==> src/rtl/key_conditioner.sv <==
// Two-key push-button conditioner: synchronise, debounce, and emit level plus
// press/release/short/long/combo event pulses in the Div_CLK domain.
module key_conditioner #(
    parameter int unsigned DEBOUNCE_TICKS = 200,
    parameter int unsigned LONG_TICKS     = 20000,
    parameter logic        PRESS_LEVEL    = 1'b0
) (
    input  logic       Div_CLK,
    input  logic       Sys_RST,
    input  logic [1:0] Key,
    output logic [1:0] Key_Level,
    output logic [1:0] Key_Press,
    output logic [1:0] Key_Release,
    output logic [1:0] Key_Short,
    output logic [1:0] Key_Long,
    output logic       Key_Both
);

    localparam int unsigned DW = $clog2(DEBOUNCE_TICKS + 1);
    localparam int unsigned HW = $clog2(LONG_TICKS + 1);

    typedef enum logic [1:0] {
        IDLE,
        PRESS_WAIT,
        PRESSED,
        RELEASE_WAIT
    } state_t;

    state_t        state_q [2];
    state_t        state_d [2];
    logic [DW-1:0] deb_q   [2];
    logic [DW-1:0] deb_d   [2];
    logic [HW-1:0] hold_q  [2];
    logic [HW-1:0] hold_d  [2];

    logic [1:0] sync1_q, sync2_q, sample;
    logic [1:0] flag_q, flag_d;
    logic [1:0] level_q, level_d;
    logic [1:0] press_q, press_d;
    logic [1:0] release_q, release_d;
    logic [1:0] short_q, short_d;
    logic [1:0] long_q, long_d;
    logic       both_q, both_d;

    assign sample = PRESS_LEVEL ? sync2_q : ~sync2_q;

    always_ff @(posedge Div_CLK or posedge Sys_RST) begin
        if (Sys_RST) begin
            sync1_q <= {2{~PRESS_LEVEL}};
            sync2_q <= {2{~PRESS_LEVEL}};
        end else begin
            sync1_q <= Key;
            sync2_q <= sync1_q;
        end
    end

    always_comb begin
        press_d   = '0;
        release_d = '0;
        long_d    = '0;
        level_d   = '0;
        for (int unsigned k = 0; k < 2; k++) begin
            state_d[k] = state_q[k];
            deb_d[k]   = deb_q[k];
            hold_d[k]  = hold_q[k];
            // Hold time keeps accruing through a release bounce; it saturates so Long fires once.
            if (state_q[k] == PRESSED || state_q[k] == RELEASE_WAIT) begin
                if (hold_q[k] != HW'(LONG_TICKS))
                    hold_d[k] = hold_q[k] + 1'b1;
                long_d[k] = (hold_q[k] == HW'(LONG_TICKS - 1));
            end
            case (state_q[k])
                IDLE: begin
                    if (sample[k]) begin
                        state_d[k] = PRESS_WAIT;
                        deb_d[k]   = DW'(1);
                    end
                end
                PRESS_WAIT: begin
                    if (!sample[k]) begin
                        state_d[k] = IDLE;
                    end else if (deb_q[k] >= DW'(DEBOUNCE_TICKS - 1)) begin
                        state_d[k] = PRESSED;
                        press_d[k] = 1'b1;
                        hold_d[k]  = '0;
                    end else begin
                        deb_d[k] = deb_q[k] + 1'b1;
                    end
                end
                PRESSED: begin
                    if (!sample[k]) begin
                        state_d[k] = RELEASE_WAIT;
                        deb_d[k]   = DW'(1);
                    end
                end
                RELEASE_WAIT: begin
                    if (sample[k]) begin
                        state_d[k] = PRESSED;
                    end else if (deb_q[k] >= DW'(DEBOUNCE_TICKS - 1)) begin
                        state_d[k]   = IDLE;
                        release_d[k] = 1'b1;
                    end else begin
                        deb_d[k] = deb_q[k] + 1'b1;
                    end
                end
                default: state_d[k] = IDLE;
            endcase
            level_d[k] = (state_d[k] == PRESSED) || (state_d[k] == RELEASE_WAIT);
        end
    end

    always_comb begin
        both_d = (press_d[0] & (level_q[1] | press_d[1])) | (press_d[1] & level_q[0]);
        for (int unsigned k = 0; k < 2; k++) begin
            flag_d[k] = flag_q[k];
            if (press_d[k])
                flag_d[k] = 1'b0;
            if (long_d[k] || both_d)
                flag_d[k] = 1'b1;
            // A Long or combo landing on the release cycle still counts against Short.
            short_d[k] = release_d[k] & ~flag_q[k] & ~long_d[k] & ~both_d;
        end
    end

    always_ff @(posedge Div_CLK or posedge Sys_RST) begin
        if (Sys_RST) begin
            for (int unsigned k = 0; k < 2; k++) begin
                state_q[k] <= IDLE;
                deb_q[k]   <= '0;
                hold_q[k]  <= '0;
            end
            flag_q    <= '0;
            level_q   <= '0;
            press_q   <= '0;
            release_q <= '0;
            short_q   <= '0;
            long_q    <= '0;
            both_q    <= 1'b0;
        end else begin
            for (int unsigned k = 0; k < 2; k++) begin
                state_q[k] <= state_d[k];
                deb_q[k]   <= deb_d[k];
                hold_q[k]  <= hold_d[k];
            end
            flag_q    <= flag_d;
            level_q   <= level_d;
            press_q   <= press_d;
            release_q <= release_d;
            short_q   <= short_d;
            long_q    <= long_d;
            both_q    <= both_d;
        end
    end

    assign Key_Level   = level_q;
    assign Key_Press   = press_q;
    assign Key_Release = release_q;
    assign Key_Short   = short_q;
    assign Key_Long    = long_q;
    assign Key_Both    = both_q;

endmodule

==> config.mk <==
export PLATFORM = sky130hd
export DESIGN_NAME = key_conditioner
export DESIGN_NICKNAME = d
export VERILOG_FILES = /design/src/rtl/key_conditioner.sv
export SDC_FILE = /design/constraint.sdc
export NUM_CORES = 1
export LEC_CHECK = 0
export ABC_AREA = 1
export ABC_CLOCK_PERIOD_IN_PS = 1850
export CORE_MARGIN = 1.5
export CORE_UTILIZATION = 46
export DETAILED_ROUTE_END_ITERATION = 10
export DONT_BUFFER_PORTS = 1
export SLEW_MARGIN = 20
export SYNTH_ARGS = -nofsm -noshare
export SYNTH_HDL_FRONTEND = slang
export SYNTH_SLANG_ARGS = --single-unit
export TNS_END_PERCENT = 30
==> constraint.sdc <==
create_clock -name Div_CLK -period 1.85 [get_ports Div_CLK]
set_input_delay 0.185 -clock Div_CLK [delete_from_list [all_inputs] [get_ports Div_CLK]]
set_output_delay 0.185 -clock Div_CLK [all_outputs]
set_load 0.05 [all_outputs]
=== Word-level counts from Yosys, hierarchy flattened ===
Cells that the tools add are included.

* Memories kept: 0
* Bits in latches: 0
* Memory bits (writable): 0
* Word-level logic and storage cells: 124
* Memory bits (read-only): 0
* Register bits after elaboration: 67

* $lt $le $gt $ge: 2
* Muxes and demuxes: 52
* Reductions and logical operators: 12
* Multipliers: 0
* Shifts and indexed selects: 0
* Bitwise operators: 16
* Div/mod/pow operators: 0
* Eq/ne operators: 22
* Add/sub/neg operators: 4

{| class="wikitable"
|+ Operators by type and width
! kind !! number
|-
| 2-to-1 mux 15 bit || 10
|-
| 2-to-1 mux 8 bit || 10
|-
| one-hot mux 8 bit (4 select lines) || 2
|-
| adder 15 x 1 -> 15 bit (second input constant) || 2
|-
| equality test 15 bit (second input constant) || 2
|-
| != test 15 bit (second input constant) || 2
|-
| 2-to-1 mux 2 bit || 12
|-
| adder 8 x 1 -> 8 bit (second input constant) || 2
|-
| equality test 2 bit (second input constant) || 8
|-
| >= comparator 8 bit (second input constant) || 2
|-
| 2-to-1 mux 1 bit || 16
|-
| != test 2 bit (second input constant) || 8
|-
| one-hot mux 2 bit (4 select lines) || 2
|-
| bitwise AND 1 bit || 8
|-
| AND reduction 4 bit || 2
|-
| logical OR 1 bit || 6
|-
| NOT 1 bit || 5
|-
| equality test 2 x 1 -> 1 bit (second input constant) || 2
|-
| zero test 2 bit || 2
|-
| nonzero test 2 bit || 2
|-
| NOT 2 bit || 1
|-
| OR 1 bit || 2
|}

=== Longest topological paths before layout ===
* Depth after elaboration: 9
* Depth in mapped cells: 10
* Depth with buffers taken out: 10

=== Least setup slack after synthesis ===
Ideal clock, no wire load.

* Path kind: reg-to-reg
* Start: reg deb_q[0] (netlist bit)
* End: reg hold_q[6] (netlist bit)
* Clock period less this slack: 1.440 ns
* Setup slack: 0.410 ns
* Required time: 1.773 ns
* Buffers on the path: 1
* Cell stages (with the launch flop): 10
* Setup time: 0.077 ns
* Data arrival time: 1.363 ns
* Cell sequence: dfrtp_1 > ha_1 > nand2_1 > nand4_1 > nand2_1 > inv_1 > nand2_2 > buf_6 > o21ai_0 > a21oi_1

{| class="wikitable"
|+ RTL lines
! element !! line !! RTL
|-
| start: declaration || 31 || <nowiki>logic [DW-1:0] deb_q [2];</nowiki>
|-
| start signal: indexed assignment || 142 || <nowiki>deb_q[k] <= deb_d[k];</nowiki>
|-
| end signal: indexed assignment || 143 || <nowiki>hold_q[k] <= hold_d[k];</nowiki>
|-
| end: declaration || 33 || <nowiki>logic [HW-1:0] hold_q [2];</nowiki>
|}

=== Worst setup path after layout ===
* Start: reg deb_q[0] (netlist bit)
* End: reg short_q[0] (netlist: Key_Short[0])

* Word-level cells in the longest chain between the ends: 9
* Elaborated cells between the ends (all ways): 10

{| class="wikitable"
|+ Ends and longest elaborated chain
! element !! line !! RTL
|-
| >= comparator 8 bit * || 82 || <nowiki>end else if (deb_q[k] >= DW'(DEBOUNCE_TICKS - 1)) begin</nowiki>
|-
| 2-to-1 mux 1 bit * || 82 ||
|-
| 2-to-1 mux 1 bit * || 80 || <nowiki>if (!sample[k]) begin</nowiki>
|-
| 2-to-1 mux 1 bit * || 72 || <nowiki>case (state_q[k])</nowiki>
|-
| OR 1 bit || 113 || <nowiki>both_d = (press_d[0] & (level_q[1] | press_d[1])) | (press_d[1] & level_q[0]);</nowiki>
|-
| bitwise AND 1 bit || 113 ||
|-
| OR 1 bit * || 113 ||
|-
| net both_d || 43 || <nowiki>logic both_q, both_d;</nowiki>
|-
| NOT 1 bit * || 121 || <nowiki>short_d[k] = release_d[k] & ~flag_q[k] & ~long_d[k] & ~both_d;</nowiki>
|-
| bitwise AND 1 bit * || 121 ||
|-
| net short_d[0] || 41 || <nowiki>logic [1:0] short_q, short_d;</nowiki>
|-
| end signal: assignment || 149 || <nowiki>short_q <= short_d;</nowiki>
|-
| end: declaration || 41 ||
|}

Mark *: on every way through the listed nets, which the timed path passes. The rest lies on a longest branch.
A chain may end at the register's enable or synchronous reset.

==> impl_metrics.tcl <==
set metrics [dict create \
    critPathCaptureType "register" \
    crit_buf_inv 1 \
    setup_viol_count_final 0 \
    first_global_vias 2754 \
    htreeDepth 3 \
    ys_seq_elements 65 \
    outcome "finished, final reports clean" \
    cts_sinks 65 \
    grtUsageTotal_pct 19.05 \
    p_leak_nw 1.809 \
    clockRootBuffer "clkbuf_8" \
    synth_edf_count 0 \
    grt_pass1_wl_um 12740 \
    die_h_um 91.34 \
    insertion_delay_ns 0.34 \
    worstSetupPathType "reg2reg" \
    skew_ns 0.01360 \
    coreArea_mm2 0.007647 \
    num_vias 2952 \
    worstPathRequired_ns 2.12 \
    drtAntennaViolNets 0 \
    start_kind "register" \
    cp.arrival_ns 1.93 \
    power_density_mw_per_mm2 707.6 \
    r2r_slack_ns 0.20 \
    area.growth.synth_to_final_pct 9.062 \
    path_max_fanout 15 \
    rsz0062_at_grt "false" \
    drive_gt1_share_pct 11.60 \
    ys.flop_type "dfrtp_1" \
    port_buffers 0 \
    drtIter0Drc 143 \
    path_cells "ha_1 > nand2_1 > nand4_1 > nand2_1 > inv_1 > nand2_4 > nand2_1 > nand2_2 > o21ai_2 > nor2_1" \
    final_common_cell "nand2_1" \
    cpPeakStageDelay_ns 0.41 \
    viasPerCell 5.125 \
    drt-wirelength-per-cell_um 12.40 \
    finalSetupTns_ns 0 \
    fin_crit_sh_pct 89.45 \
    syn_inst 460 \
    grt_max_degree 49 \
    dp.final_hpwl_um 5163 \
    syn_area_mm2 0.003590 \
    synthArstFlopShare_pct 100.0 \
    detail_route.first_pass.iterations 4 \
    clk_pin_slew_ns 0.08 \
    tritoncts "built" \
    cts_buffers 9 \
    drc 0 \
    ys_seq_area_share_pct 45.45 \
    die_area_mm2 0.008343 \
    clk_path_buf_depth 2 \
    hold_violations 0 \
    antenna_cells 0 \
    place.gp.congestion 0.8446 \
    worst_ir_drop_vdd_uv 359.1 \
    initial_core_util_pct 46.94 \
    critPathTopFamily "simple AND/OR/NAND/NOR gates" \
    maxCapViolCount 0 \
    slew_violations 0 \
    fin_util_pct 51.19 \
    fillers 730 \
    synth.distinct_cells 36 \
    io_pins 15 \
    nNetsFinal 479 \
    core.rowCount 32 \
    hp-class "in2async" \
    syn-num-nets 470 \
    avgSynthCellArea_um2 7.804 \
    cpMostUsedCell "nand2_1" \
    post-route-min-period_ns 1.655 \
    max_slew_margin_pct 64.65 \
    slowest_stage "dfrtp_1" \
    drt-total-wl_um 7144 \
    antenna_found_initial 0 \
    tightestPinTransition_ns 0.5302 \
    grt_remaining_overflow 0 \
    synth-warning-count 0 \
    layout_common_cells "nand2_1, inv_1, dfrtp_1" \
    die_w_um 91.34 \
    fmax_ghz 0.6043 \
]
[worst paths after layout]
kind                                      to        from  cells after the start
worst max-delay path            Key_Short[0]    deb_q[0]                     10
min in group Div_CLK              sync2_q[1]  sync1_q[1]                      0
worst min-delay path               hold_q[7]     Sys_RST                      2
worst max register to register  Key_Short[0]    deb_q[0]                     10
worst min register to register    sync2_q[1]  sync1_q[1]                      0
max in group asynchronous         sync2_q[0]     Sys_RST                      3
[state kept, by name (all words and copies together) (netlist names)]
| register | cells |
|---|---|
| Key_Both | 1 |
| Key_Long | 2 |
| Key_Press | 2 |
| Key_Release | 2 |
| Key_Short | 2 |
| deb_q | 16 |
| flag_q | 2 |
| hold_q | 30 |
| state_q | 4 |
| sync1_q | 2 |
| sync2_q | 2 |
[through the flow]
stage / power (mW) / std cells / area (um2) / hold WS [ns] / worst slack (ns)
after floorplan: 1.633 / 460 / 3590 / 0.1895 / 0.04517
after global placement: 1.668 / 557 / 3696 / 0.08016 / 0.1680
after detailed placement: 1.670 / 557 / 3696 / 0.09168 / 0.08229
after CTS: 2.801 / 576 / 3910 / 0.2978 / 0.09066
after global routing: 2.921 / 576 / 3915 / 0.2978 / 0.04277
final: 2.770 / 576 / 3915 / 0.2914 / 0.1952
[logic make-up after synthesis]
family / synth area share (%)
flops: 45.45
simple gates: 29.07
buf+inv: 9.550
compound gates: 10.67
fa+ha+maj: 2.091
xor+xnor: 3.172
[timing repair]
action | CTS | global route
setup endpoints to repair | 0 | 7
resized for setup | 0 | 1
endpoints found under the hold margin | 16 | 0
buffers inserted | 0 | 0
hold buffers | 3 | 0
[worst register-to-register path, stage by stage (launching register included)]
cell and delay [ns]:
dfrtp_1 0.41, ha_1 0.27, nand2_1 0.10, nand4_1 0.07, nand2_1 0.13, inv_1 0.10, nand2_4 0.16, nand2_1 0.09
nand2_2 0.07, o21ai_2 0.06, nor2_1 0.12
[area by class of cell]
| cell class | instances | area, um2 | area share [%] |
|---|---|---|---|
| Clock inverter | 3 | 15.01 | 0.3835 |
| Multi-Input combinational cell | 314 | 1620 | 41.39 |
| Clock buffer | 13 | 168.9 | 4.314 |
| Timing Repair Buffer | 8 | 80.08 | 2.045 |
| Inverter | 71 | 271.5 | 6.935 |
| Sequential cell | 65 | 1632 | 41.67 |
| Tap cell | 102 | 127.6 | 3.260 |
[cells in the mapped netlist, drive strengths merged (4+ instances only)]
cell type    n  area, um2
nand2      104      407.9
inv         70      262.8
dfrtp       61       1526
nor2        57      239.0
o21ai       37      211.5
nand3       34      185.2
a21oi       22      121.4
nand4       18      112.6
xor2        10      87.58
buf          9      67.55
nor3         9      50.05
ha           6      75.07
dfstp        4      105.1
[routing by layer]
metal  up-vias  routed length (um)  global-route usage [%]
met1      1405                3629                   26.67
met5         -                   0                       0
met4         0                 100                   7.031
li1       1498                   -                       -
met3        10                 250                   4.439
met2        39                3163                   28.61
[power by group]
group	internal [mW]	switching [mW]
clock	0.590	0.534
sequential	1.46	0.0376
combinational	0.0497	0.0978
total	2.10	0.669
(Power assumes the default switching activity.)
